`src/rtl/abp_pkg.sv`:
```
`default_nettype none
// ============================================================================
// Module   : abp_pkg
// Purpose  : Shared types and constants for the Alternating Bit Protocol
//            receive-side controller.
// Contents : abp_rx_state_t   - controller state encoding
//            ABP_INIT_BIT     - expected bit value after reset
//            abp_value_bits() - value width in bits from a width in bytes
// Revision : 1.0 - initial release
// ============================================================================
package abp_pkg;

    typedef enum logic [1:0] {
        IDLE    = 2'd0,
        DELIVER = 2'd1,
        ACK     = 2'd2
    } abp_rx_state_t;

    localparam logic ABP_INIT_BIT      = 1'b0;
    localparam int   ABP_BITS_PER_BYTE = 8;

    function automatic int abp_value_bits(input int value_size);
        return value_size * ABP_BITS_PER_BYTE;
    endfunction

endpackage
`default_nettype wire

```
`src/rtl/abp_sat_counter.sv`:
```
`default_nettype none
// ============================================================================
// Module   : abp_sat_counter
// Purpose  : Event counter that sticks at all-ones instead of wrapping.
//            A clear on the same cycle as an increment wins and yields zero.
// Ports    : aclk   - clock
//            resetn - asynchronous active-low reset
//            inc    - count one event this cycle
//            clr    - synchronous clear
//            count  - current count (registered)
// Revision : 1.0 - initial release
// ============================================================================
module abp_sat_counter #(
    parameter int COUNT_WIDTH = 16
) (
    input  logic                   aclk,
    input  logic                   resetn,
    input  logic                   inc,
    input  logic                   clr,
    output logic [COUNT_WIDTH-1:0] count
);

    logic [COUNT_WIDTH-1:0] count_q;
    logic [COUNT_WIDTH-1:0] count_d;

    always_comb begin
        count_d = count_q;
        if (clr) begin
            count_d = '0;
        end else if (inc && (count_q != {COUNT_WIDTH{1'b1}})) begin
            count_d = count_q + {{(COUNT_WIDTH-1){1'b0}}, 1'b1};
        end
    end

    always_ff @(posedge aclk or negedge resetn) begin
        if (!resetn) begin
            count_q <= '0;
        end else begin
            count_q <= count_d;
        end
    end

    assign count = count_q;

endmodule
`default_nettype wire

```
`src/rtl/abp_rx_controller.sv`:
```
`default_nettype none
// ============================================================================
// Module   : abp_rx_controller
// Purpose  : Receive-side Alternating Bit Protocol sequencer. Takes decoded
//            frames one at a time, delivers frames carrying the expected bit,
//            drops duplicates, and requests an ACK for every frame received.
//            Keeps saturating counters of accepted, duplicate and
//            early-termination events.
// Ports    : aclk, resetn                  - clock, async active-low reset
//            abp_rx_valid/value/bit/ready  - frame input from abp_packet_rx
//            rx_error_early_termination    - level error flag (edge counted)
//            out_valid/value/ready         - delivered value to user sink
//            ack_valid/bit/ready           - ACK request to transmit path
//            clear_counters                - synchronous counter clear
//            expected_bit                  - bit the next new frame carries
//            accepted/duplicate/error_count - status counters
// Revision : 1.0 - initial release
// ============================================================================
module abp_rx_controller
    import abp_pkg::*;
#(
    parameter int VALUE_SIZE  = 4,
    parameter int COUNT_WIDTH = 16
) (
    input  logic                                      aclk,
    input  logic                                      resetn,
    input  logic                                      abp_rx_valid,
    input  logic [VALUE_SIZE*ABP_BITS_PER_BYTE-1:0]   abp_rx_value,
    input  logic                                      abp_rx_bit,
    output logic                                      abp_rx_ready,
    input  logic                                      rx_error_early_termination,
    output logic                                      out_valid,
    output logic [VALUE_SIZE*ABP_BITS_PER_BYTE-1:0]   out_value,
    input  logic                                      out_ready,
    output logic                                      ack_valid,
    output logic                                      ack_bit,
    input  logic                                      ack_ready,
    input  logic                                      clear_counters,
    output logic                                      expected_bit,
    output logic [COUNT_WIDTH-1:0]                    accepted_count,
    output logic [COUNT_WIDTH-1:0]                    duplicate_count,
    output logic [COUNT_WIDTH-1:0]                    error_count
);

    localparam int VALUE_W = abp_value_bits(VALUE_SIZE);

    abp_rx_state_t        state_q, state_d;
    logic                 expected_bit_q, expected_bit_d;
    logic [VALUE_W-1:0]   out_value_q, out_value_d;
    logic                 ack_bit_q, ack_bit_d;
    logic                 abp_rx_ready_q, abp_rx_ready_d;
    logic                 out_valid_q, out_valid_d;
    logic                 ack_valid_q, ack_valid_d;
    logic                 err_prev_q, err_prev_d;

    logic                 inc_accepted;
    logic                 inc_duplicate;
    logic                 inc_error;

    // ------------------------------------------------------------------
    // Next-state and registered-output logic
    // ------------------------------------------------------------------
    always_comb begin
        state_d        = state_q;
        expected_bit_d = expected_bit_q;
        out_value_d    = out_value_q;
        ack_bit_d      = ack_bit_q;
        inc_accepted   = 1'b0;
        inc_duplicate  = 1'b0;

        case (state_q)
            IDLE: begin
                // Gate on the registered ready so a frame offered while
                // ready is still low (first cycle after reset) is ignored.
                if (abp_rx_ready_q && abp_rx_valid) begin
                    if (abp_rx_bit == expected_bit_q) begin
                        out_value_d  = abp_rx_value;
                        state_d      = DELIVER;
                        inc_accepted = 1'b1;
                    end else begin
                        ack_bit_d     = abp_rx_bit;
                        state_d       = ACK;
                        inc_duplicate = 1'b1;
                    end
                end
            end
            DELIVER: begin
                if (out_ready) begin
                    ack_bit_d = expected_bit_q;
                    state_d   = ACK;
                end
            end
            ACK: begin
                if (ack_ready) begin
                    state_d = IDLE;
                    // Only the ACK of a newly delivered frame advances the
                    // expected bit; a duplicate carries the other bit.
                    if (ack_bit_q == expected_bit_q) begin
                        expected_bit_d = ~expected_bit_q;
                    end
                end
            end
            default: begin
                state_d = IDLE;
            end
        endcase

        // Handshake outputs are registered copies of the next state.
        abp_rx_ready_d = (state_d == IDLE);
        out_valid_d    = (state_d == DELIVER);
        ack_valid_d    = (state_d == ACK);
    end

    // Rising-edge detect: a held error level counts once.
    always_comb begin
        err_prev_d = rx_error_early_termination;
        inc_error  = rx_error_early_termination & ~err_prev_q;
    end

    always_ff @(posedge aclk or negedge resetn) begin
        if (!resetn) begin
            state_q        <= IDLE;
            expected_bit_q <= ABP_INIT_BIT;
            out_value_q    <= '0;
            ack_bit_q      <= 1'b0;
            abp_rx_ready_q <= 1'b0;
            out_valid_q    <= 1'b0;
            ack_valid_q    <= 1'b0;
            err_prev_q     <= 1'b0;
        end else begin
            state_q        <= state_d;
            expected_bit_q <= expected_bit_d;
            out_value_q    <= out_value_d;
            ack_bit_q      <= ack_bit_d;
            abp_rx_ready_q <= abp_rx_ready_d;
            out_valid_q    <= out_valid_d;
            ack_valid_q    <= ack_valid_d;
            err_prev_q     <= err_prev_d;
        end
    end

    // ------------------------------------------------------------------
    // Status counters
    // ------------------------------------------------------------------
    abp_sat_counter #(.COUNT_WIDTH(COUNT_WIDTH)) u_accepted_cnt (
        .aclk   (aclk),
        .resetn (resetn),
        .inc    (inc_accepted),
        .clr    (clear_counters),
        .count  (accepted_count)
    );

    abp_sat_counter #(.COUNT_WIDTH(COUNT_WIDTH)) u_duplicate_cnt (
        .aclk   (aclk),
        .resetn (resetn),
        .inc    (inc_duplicate),
        .clr    (clear_counters),
        .count  (duplicate_count)
    );

    abp_sat_counter #(.COUNT_WIDTH(COUNT_WIDTH)) u_error_cnt (
        .aclk   (aclk),
        .resetn (resetn),
        .inc    (inc_error),
        .clr    (clear_counters),
        .count  (error_count)
    );

    assign abp_rx_ready = abp_rx_ready_q;
    assign out_valid    = out_valid_q;
    assign out_value    = out_value_q;
    assign ack_valid    = ack_valid_q;
    assign ack_bit      = ack_bit_q;
    assign expected_bit = expected_bit_q;

endmodule
`default_nettype wire
```
`config.mk`:
```
export PLATFORM = sky130hd
export DESIGN_NAME = abp_rx_controller
export DESIGN_NICKNAME = d
export VERILOG_FILES = /design/src/rtl/abp_pkg.sv /design/src/rtl/abp_sat_counter.sv /design/src/rtl/abp_rx_controller.sv
export SDC_FILE = /design/constraint.sdc
export NUM_CORES = 1
export LEC_CHECK = 0
export BUFFER_PORTS_ARGS = -buffer_cell sky130_fd_sc_hd__buf_4
export CAP_MARGIN = 40
export CORE_ASPECT_RATIO = 1.4
export CORE_MARGIN = 5
export CORE_UTILIZATION = 56
export CTS_CLUSTER_SIZE = 30
export DETAILED_ROUTE_END_ITERATION = 10
export GPL_TIMING_DRIVEN = 0
export PLACE_DENSITY_LB_ADDON = 0.25
export SLEW_MARGIN = 5
export SYNTH_ARGS = -nofsm -noshare
export SYNTH_HDL_FRONTEND = slang
export SYNTH_SLANG_ARGS = --single-unit
```
`constraint.sdc`:
```
create_clock -name aclk -period 4.68 [get_ports aclk]
set_clock_uncertainty 0.1 [all_clocks]
set_input_delay 0.702 -clock aclk [delete_from_list [all_inputs] [get_ports aclk]]
set_output_delay 0.702 -clock aclk [all_outputs]
set_load 0.01 [all_outputs]
```
Word level (Yosys, flattened, before mapping)
Index checks and enable logic that the tools add are counted.
- register bits after elaboration: 88
- output and inout bits: 85
- logic and storage cells: 63
- $add $sub $neg: 3
- equal/unequal tests: 12
- mux-type cells: 21
- bitwise logic cells: 3
- reduce and logical (&&, ||, !) cells: 13
- operators by type and width (kind ; count):
    2-to-1 mux 16 bit ; 6
    adder 16 x 1 -> 16 bit, second input constant ; 3
    != test 16 bit, second input constant ; 3
    2-to-1 mux 1 bit ; 9
    2-to-1 mux 2 bit ; 4
    nonzero test 2 bit ; 4
    != test 2 bit, second input constant ; 3
    one-hot mux 2 bit (3 select lines) ; 1
    AND reduction 3 bit ; 2
    == test 2 x 1 -> 1 bit, second input constant ; 2
    == test 2 bit, second input constant ; 2
    logical AND 1 bit ; 4
    zero test 2 bit ; 2
    AND reduction 4 bit ; 1
    == test 1 bit ; 2
    NOT 1 bit ; 2
    one-hot mux 1 bit (2 select lines) ; 1
    bitwise AND 1 bit ; 1

Longest topological paths before layout
Gate-level depths: netlist of run 1.
- word-level depth: 7
- mapped depth: 7
- mapped depth without buffers: 5

By module
A second synthesis of run 1 with hierarchy kept.
- cell total of the unflattened synthesis: 393
- area, all modules: 4485.6 um^2
- modules (own cells, without submodules) (module ; times used ; cells an instance ; area an instance (um^2)):
    abp_sat_counter ; 3 ; 98 ; 942.2
    abp_rx_controller ; 1 ; 99 ; 1659.1

Worst setup path after synthesis of run 1
Ideal clock, no wire load.
- path type: in2reg
- start: input port abp_rx_valid
- end: register u_accepted_cnt.count_q[10], in the netlist u_accepted_cnt.count[10]
- setup time: 0.128 ns
- arrival time: 1.833 ns
- data required time: 4.452 ns
- slack: 2.619 ns
- stages: 6
- buffers on the path: 2
- cells stage by stage: and4bb_1 > buf_6 > nand2_2 > buf_6 > nor4_1 > mux2_1
- cells in the longest elaborated chain, start to end: 5
- ends and longest elaborated chain (element ; RTL line ; RTL):
    start: declaration ; abp_rx_controller.sv:27 ; input logic abp_rx_valid,
    logical AND 1 bit ; abp_rx_controller.sv:75 ; if (abp_rx_ready_q && abp_rx_valid) begin
    2-to-1 mux 1 bit ; abp_rx_controller.sv:75 ;
    2-to-1 mux 1 bit ; abp_rx_controller.sv:71 ; case (state_q)
    logical AND 1 bit ; abp_sat_counter.sv:30 ; end else if (inc && (count_q != {COUNT_WIDTH{1'b1}})) begin
    nonzero test 2 bit (no source line) ; -- ;
    end signal: assignment ; abp_sat_counter.sv:39 ; count_q <= count_d;
    end: declaration ; abp_sat_counter.sv:23 ; logic [COUNT_WIDTH-1:0] count_q;
No other way between the ends.
A chain may end at the register's enable or synchronous reset.

Worst setup path after layout of run 1
- start: register u_accepted_cnt.count_q[0], in the netlist u_accepted_cnt.count[0]
- end: register u_accepted_cnt.count_q[9], in the netlist u_accepted_cnt.count[9]
- cells in the longest elaborated chain, start to end: 3
- elaborated cells between the ends (all ways): 6
- classes of those cells: add/sub: 1; eq/ne: 1; mux: 2; reduce/logical: 2
- ends and longest elaborated chain (element ; RTL line):
    adder 16 x 1 -> 16 bit or != test 16 bit (tied branches) ; abp_sat_counter.sv:31, abp_sat_counter.sv:30
    2-to-1 mux 16 bit or logical AND 1 bit (tied branches) ; abp_sat_counter.sv:30
    2-to-1 mux 16 bit or nonzero test 2 bit (tied branches) ; --
Parallel ways exist; a longest one is shown, timed or not. The select of a mux whose other input is x is not followed.

==> flow_metrics.py, run 1 <==
metrics = {
    "outcome": {
        "status": "complete, no violations",
    },
    "logic_synthesis": {
        "synth_cells": 391,
        "ys_seq_area_share_pct": 50.9,
        "syn-cell-area_sq_um": 4330,
        "mappedNetlistNets": 434,
        "postSynth.asyncResetShare_pct": 100,
        "ys_types": 51,
        "synth-edff-count": 0,
        "yosysWarningCount": 0,
        "ys_ff_latch": 88,
        "synth_flop_cell": "dfrtp_1",
        "syn_avg_cell_area_sq_um": 11.1,
    },
    "cells_and_area": {
        "mostFrequentLayoutCell": "buf_4",
        "register_area_sq_um": 2200,
        "drive_gt1_share_pct": 30.7,
        "final_cell_mix": "buf_4 (124), dfrtp_1 (88), mux2_1 (43)",
        "syn_to_final_growth_pct": 29.4,
        "fill_cells": 563,
        "fin_area_sq_um": 5600,
        "multi_input_area_sq_um": 1990,
        "final_core_util_pct": 73.1,
        "nets": 570,
        "diodes": 0,
    },
    "sta": {
        "fin_setup_tns_ps": 0,
        "clock.fmax_mhz": 448,
        "post-route-period-util_pct": 47.7,
        "hold_slack_ps": 190,
        "relSlewSlack_pct": 59.4,
        "setup_viol": 0,
        "slew_violations": 0,
        "grt_setup_unrepaired": "no",
        "finalCriticalPeriod_ps": 2230,
        "worstMarginPinSlew_ps": 604,
        "setup_slack_ps": 2450,
        "final_hold_viol_count": 0,
    },
    "setup_path": {
        "worstPathMaxFanout": 10,
        "crit_type": "flop to flop",
        "rr_worst_depth": 7,
        "critical-path-top-delay-family": "simple AND/OR/NAND/NOR gates",
        "required_ps": 4860,
        "crit_path_top_delay_cell": "dfrtp_1",
        "timing.rr.start": "u_accepted_cnt.count[0]",
        "worst-path-buf-inv": 2,
        "worstPathCellList": "ha_1, nand3_1, nor4_1, buf_2, buf_2, o31ai_1, a21oi_1",
        "crit_path_end_kind": "flop",
        "slowest_delay_ps": 430,
        "reg2reg_slack_ps": 2450,
        "cp_common_cell": "buf_2",
        "cp-start-kind": "flop",
        "arrival_ps": 2420,
        "rr_endpoint": "u_accepted_cnt.count[9]",
    },
    "power": {
        "p_switching_mw": 0.698,
        "pwr-share-comb_pct": 32.3,
        "switching_share_pct": 30.4,
        "p_leak_nw": 2.50,
        "clkPwrFrac_pct": 22.2,
        "p_int_mw": 1.60,
        "p_seq_share_pct": 45.6,
        "ir_drop_mv": 0.256,
        "power_density_nw_per_um2": 410,
    },
    "routing": {
        "vias_per_cell": 5.77,
        "wl_microns": 10300,
        "drc_errors": 0,
        "drtIter0Drc": 197,
        "drt-pass1-iter-count": 4,
        "wl_per_cell_microns": 16.3,
        "vias": 3643,
        "ant_nets": 0,
    },
    "global_route": {
        "grt_max_degree": 56,
        "overflow": 0,
        "grt_use_total_pct": 22.7,
        "grt_pass1_vias": 3720,
        "grt_antenna_before_repair": 0,
        "grt_pass1_wl_microns": 17600,
    },
    "clock_tree": {
        "ctsHoldBuffers": 0,
        "cts_root_buffer": "clkbuf_8",
        "post-cts-setup-buffers": 0,
        "cts-resized-gates": 0,
        "clk_latency_ps": 370,
        "clock_path_buffers": 2,
        "cts_tree": "yes",
        "numClockSinks": 88,
        "cts_buffers": 9,
        "clkTransAtPathRegs_ps": 90,
        "htreeDepth": 3,
    },
    "flow_run": {
        "drv_cap": 0,
    },
    "hold_path": {
        "hp-class": "input port to async pin",
    },
    "die": {
        "fp-row-count": 38,
        "dieArea_sq_um": 9610,
        "die_width_microns": 84.3,
        "coreArea_sq_um": 7650,
        "initial_core_util_pct": 56.5,
        "fp.dieH_microns": 114,
        "pin_count": 125,
    },
    "place": {
        "dp_hpwl_microns": 7870,
        "io_buffers": 124,
        "postPlaceCellArea_sq_um": 5410,
        "place_ws_ps": 2350,
        "place_congestion": 0.856,
    },
}
## per-stage QoR
| stage | power [mW] | cells |
|---|---|---|
| finish | 2.30 | 631 |
| detailed placement | 1.82 | 616 |
| CTS | 2.33 | 631 |
| floorplan | 1.42 | 391 |
| global route | 2.44 | 631 |
| global placement | 1.78 | 615 |
## layer usage
layer | wire (microns) | part of all wire (%) | track usage [%] | up-vias
met5 | 0 | 0 | 0 | -
met3 | 545 | 5.3 | 4.41 | 22
met1 | 4140 | 40 | 27.5 | 1743
met2 | 5290 | 52 | 39.0 | 117
li1 | - | - | - | 1761
met4 | 285 | 2.8 | 10.3 | 0
## how the worst max path moves through the flow
stage                                     to  depth (start not counted)  slack [ps]                    start
finish               u_accepted_cnt.count[9]                          7        2450  u_accepted_cnt.count[0]
global route         u_accepted_cnt.count[2]                          7        2190  u_accepted_cnt.count[0]
CTS                  u_accepted_cnt.count[9]                          7        2470  u_accepted_cnt.count[0]
detailed placement   u_accepted_cnt.count[6]                          7        2350               abp_rx_bit
global placement     u_accepted_cnt.count[6]                          7        2380               abp_rx_bit
floorplan           u_accepted_cnt.count[10]                          6        2620             abp_rx_valid
## cell families (layout without fill, tap and decap cells)
logic type	count (synthesis)	count (layout)	share of synthesized area, %
AO/OA/AOI/OAI	81	81	11.7
XOR/XNOR	3	3	0.954
adder cells (fa/ha/maj)	3	3	0.867
buffers and inverters	27	167	3.24
flip-flops	88	88	50.9
multiplexers	45	45	11.7
AND/OR/NAND/NOR	144	144	20.6
## synth_stat cells (2+ instances only)
library cell   n  area share (%)
a21oi_1       32             3.7
and3_1         4            0.58
and4_1         5             1.0
and4b_1        2            0.46
buf_2          7            0.81
buf_6          4             1.0
clkbuf_1       6            0.52
dfrtp_1       88              51
ha_1           3            0.87
inv_1         10            0.87
mux2_1        43              11
nand2_1       20             1.7
nand2_2        2            0.29
nand2b_1       3            0.43
nand3_1       10             1.2
nand4_1       14             2.0
nand4_2        2            0.58
nand4b_1       2            0.40
nor2_1        20             1.7
nor2b_1       11             1.6
nor3_1         4            0.46
nor4_1         5            0.72
o211ai_1       2            0.35
o21ai_0       11             1.3
o21ai_1        4            0.46
o221ai_1       2            0.40
o311ai_1       5             1.0
o31ai_1       15             2.6
o41ai_1        6             1.2
or2_0          2            0.29
or2_2          3            0.43
or3_1          8             1.2
or3b_1         2            0.40
or4_1         17             2.9
## power by group through the flow
stage / clock, mW / sequential (mW) / combinational (mW)
3_5_place_dp: 0 / 1.06 / 0.755
6_report: 0.509 / 1.05 / 0.741
3_3_place_gp: 0 / 1.05 / 0.733
4_1_cts: 0.527 / 1.05 / 0.756
5_1_grt: 0.558 / 1.07 / 0.807
2_1_floorplan: 0 / 1.13 / 0.292
## cell type report
type | instances | share of cell area (%)
sequential | 88 | 39.3
inverter | 10 | 0.670
clock buffer | 12 | 2.59
tap | 100 | 2.23
timing repair buffer | 125 | 17.1
buffer | 17 | 1.83
clock inverter | 3 | 0.760
multi-input combinational | 276 | 35.5
## registers in the layout (all words and copies together), names as in the netlist
name	cells
ack_bit	1
err_prev_q	1
abp_rx_ready	1
out_valid	1
u_error_cnt.count	16
out_value	32
state_q	2
expected_bit	1
u_duplicate_cnt.count	16
u_accepted_cnt.count	16
ack_valid	1
No activity file was read; power rests on OpenSTA's default activity.
==> run 2: changes to the inputs <==
--- a/config.mk
+++ b/config.mk
@@ -9,7 +9,7 @@
 export CAP_MARGIN = 40
 export CORE_ASPECT_RATIO = 1.4
 export CORE_MARGIN = 5
-export CORE_UTILIZATION = 56
+export CORE_UTILIZATION = 47
 export CTS_CLUSTER_SIZE = 30
 export DETAILED_ROUTE_END_ITERATION = 10
 export GPL_TIMING_DRIVEN = 0
==> constraint.sdc (replaced) <==
create_clock -name aclk -period 1.9 [get_ports aclk]
set_clock_uncertainty 0.1 [all_clocks]
set_input_delay 0.285 -clock aclk [delete_from_list [all_inputs] [get_ports aclk]]
set_output_delay 0.285 -clock aclk [all_outputs]
set_load 0.01 [all_outputs]
==> run 2 against run 1 <==
Compared with the run above:
- the run now ends with setup timing left
- maximum frequency rose by 17%
- cell count is 6.5% higher
- via count rose by 7.6%
- register-to-register slack got worse by 2400 ps
- sequential power up 150%
- flip-flop and latch count is the same
- critical endpoint is now u_accepted_cnt.count[5]
==> flow_metrics.py, run 2 (synthesis results as in run 1) <==
metrics = {
    "setup_path": {
        "timing.rr.start": "state_q[0]",
        "cp_num_cells": 6,
        "cp_common_cell": "buf_6",
        "worstPathMaxFanout": 7,
        "rr_endpoint": "u_accepted_cnt.count[5]",
        "crit_type": "flop to flop",
        "rr_worst_depth": 6,
        "worstPathCellList": "and4bb_1, buf_6, nand4_4, buf_6, or4_1, a21oi_1",
        "required_ps": 2060,
        "arrival_ps": 2060,
        "worst-path-buf-inv": 2,
        "crit_path_end_kind": "flop",
        "critical-path-top-delay-family": "simple AND/OR/NAND/NOR gates",
        "crit_path_top_delay_cell": "or4_1",
        "slowest_delay_ps": 470,
        "reg2reg_slack_ps": -4,
        "cp-start-kind": "flop",
    },
    "routing": {
        "drc_errors": 0,
        "wl_microns": 11600,
        "drt-pass1-iter-count": 5,
        "drtIter0Drc": 182,
        "ant_nets": 0,
        "vias_per_cell": 5.83,
        "wl_per_cell_microns": 17.2,
        "vias": 3919,
    },
    "sta": {
        "final_hold_viol_count": 0,
        "hold_slack_ps": 47.8,
        "clock.fmax_mhz": 525,
        "finalCriticalPeriod_ps": 1900,
        "slew_violations": 0,
        "fin_setup_tns_ps": -3.63,
        "setup_slack_ps": -3.63,
        "grt_setup_unrepaired": "yes",
        "post-route-period-util_pct": 100,
        "setup_viol": 1,
        "relSlewSlack_pct": 58.0,
        "worstMarginPinSlew_ps": 630,
    },
    "global_route": {
        "grt_pass1_wl_microns": 18000,
        "grt_pass1_vias": 3805,
        "grt_max_degree": 59,
        "grt_antenna_before_repair": 0,
        "grt_use_total_pct": 19.8,
        "overflow": 0,
    },
    "flow_run": {
        "drv_cap": 0,
    },
    "place": {
        "place_ws_ps": -294,
        "dp_hpwl_microns": 8020,
        "io_buffers": 124,
        "placedCellCount": 623,
        "place_congestion": 0.874,
        "postPlaceCellArea_sq_um": 5420,
    },
    "outcome": {
        "violations": "setup timing",
        "status": "finished, violations left",
    },
    "clock_tree": {
        "cts_tree": "yes",
        "numClockSinks": 88,
        "htreeDepth": 3,
        "clk_latency_ps": 340,
        "clock_path_buffers": 2,
        "cts_buffers": 9,
        "cts_root_buffer": "clkbuf_16",
        "clkTransAtPathRegs_ps": 60,
    },
    "cells_and_area": {
        "fin_cells": 672,
        "fill_cells": 660,
        "drive_gt1_share_pct": 43.2,
        "largest_register_ffs": 32,
        "syn_to_final_growth_pct": 46.0,
        "nets": 603,
        "multi_input_area_sq_um": 2290,
        "diodes": 0,
        "final_cell_mix": "buf_4 (150), dfrtp_1 (75), mux2_1 (41)",
        "mostFrequentLayoutCell": "buf_4",
        "register_area_sq_um": 2220,
        "fin_area_sq_um": 6320,
    },
    "hold_path": {
        "min_to": "out_valid",
        "hp-class": "input port to flop",
        "min-delay-start": "out_ready",
        "min_delay_path_depth": 2,
    },
    "power": {
        "p_seq_share_pct": 40.9,
        "pwr-share-comb_pct": 32.2,
        "power_density_nw_per_um2": 996,
        "p_leak_nw": 2.76,
        "ir_drop_mv": 0.730,
        "p_int_mw": 4.42,
        "p_switching_mw": 1.88,
        "clkPwrFrac_pct": 26.9,
        "switching_share_pct": 29.8,
    },
    "die": {
        "initial_core_util_pct": 47.9,
        "fp-row-count": 41,
        "die_width_microns": 91.1,
        "fp.dieH_microns": 124,
        "coreArea_sq_um": 9030,
        "dieArea_sq_um": 11300,
        "pin_count": 125,
    },
}
[run 2: metal layers]
layer	part of all wire [%]	routed length, microns	track usage, %	vias to the layer above
met3	6.7	772	5.36	16
li1	-	-	-	1824
met1	39	4470	22.9	1937
met4	1.5	178	7.52	0
met5	0	0	0	-
met2	53	6140	35.0	142
[run 2: final cells by class]
cell class / instances / share of cell area, %
plain buffers: 17 / 2.10
clock buffers: 14 / 4.34
clock inverters: 2 / 0.198
inverters: 10 / 0.594
multi-input cells: 276 / 36.2
flip-flops and latches: 88 / 35.1
well taps: 107 / 2.12
repair buffers: 158 / 19.3
[run 2: power by group through the flow]
stage / Combinational (mW) / Clock (mW) / Sequential [mW]
2_1_floorplan: 0.719 / 0 / 2.79
3_5_place_dp: 1.88 / 0 / 2.62
5_1_grt: 2.21 / 1.80 / 2.64
3_3_place_gp: 1.82 / 0 / 2.58
4_1_cts: 1.97 / 1.73 / 2.56
6_report: 2.03 / 1.69 / 2.58
[run 2: worst max path at each step]
| stage | slack, ps | end | startpoint |
|---|---|---|---|
| 2_1_floorplan | 40 | u_accepted_cnt.count[10] | u_accepted_cnt.count[0] |
| 3_3_place_gp | -250 | u_accepted_cnt.count[11] | u_accepted_cnt.count[0] |
| 3_5_place_dp | -290 | u_accepted_cnt.count[11] | u_accepted_cnt.count[0] |
| 4_1_cts | -40 | u_accepted_cnt.count[5] | expected_bit |
| 5_1_grt | -70 | u_accepted_cnt.count[5] | state_q[0] |
| 6_report | -4 | u_accepted_cnt.count[5] | state_q[0] |
[run 2: per-stage QoR]
step / power, mW / util [%]
final: 6.30 / 70.0
after global routing: 6.64 / 70.0
after CTS: 6.26 / 65.5
after detailed placement: 4.50 / 60.0
after global placement: 4.40 / 59.7
after floorplan: 3.51 / -
[run 2: worst reg2reg max path: cells and delay by family (launching register included)]
family          cells  cell delay [ps]
simple gates        3              880
buf+inv             2              330
compound gates      1              140
flops               1              380
[run 2: what timing repair did]
item                       CTS  global route
setup buffers               10            18
setup endpoints to repair   24            47
hold buffers                 2             0
pin swaps                    3            22
hold endpoints to repair    31             0
resized for setup           21            59
cloned                       0             3
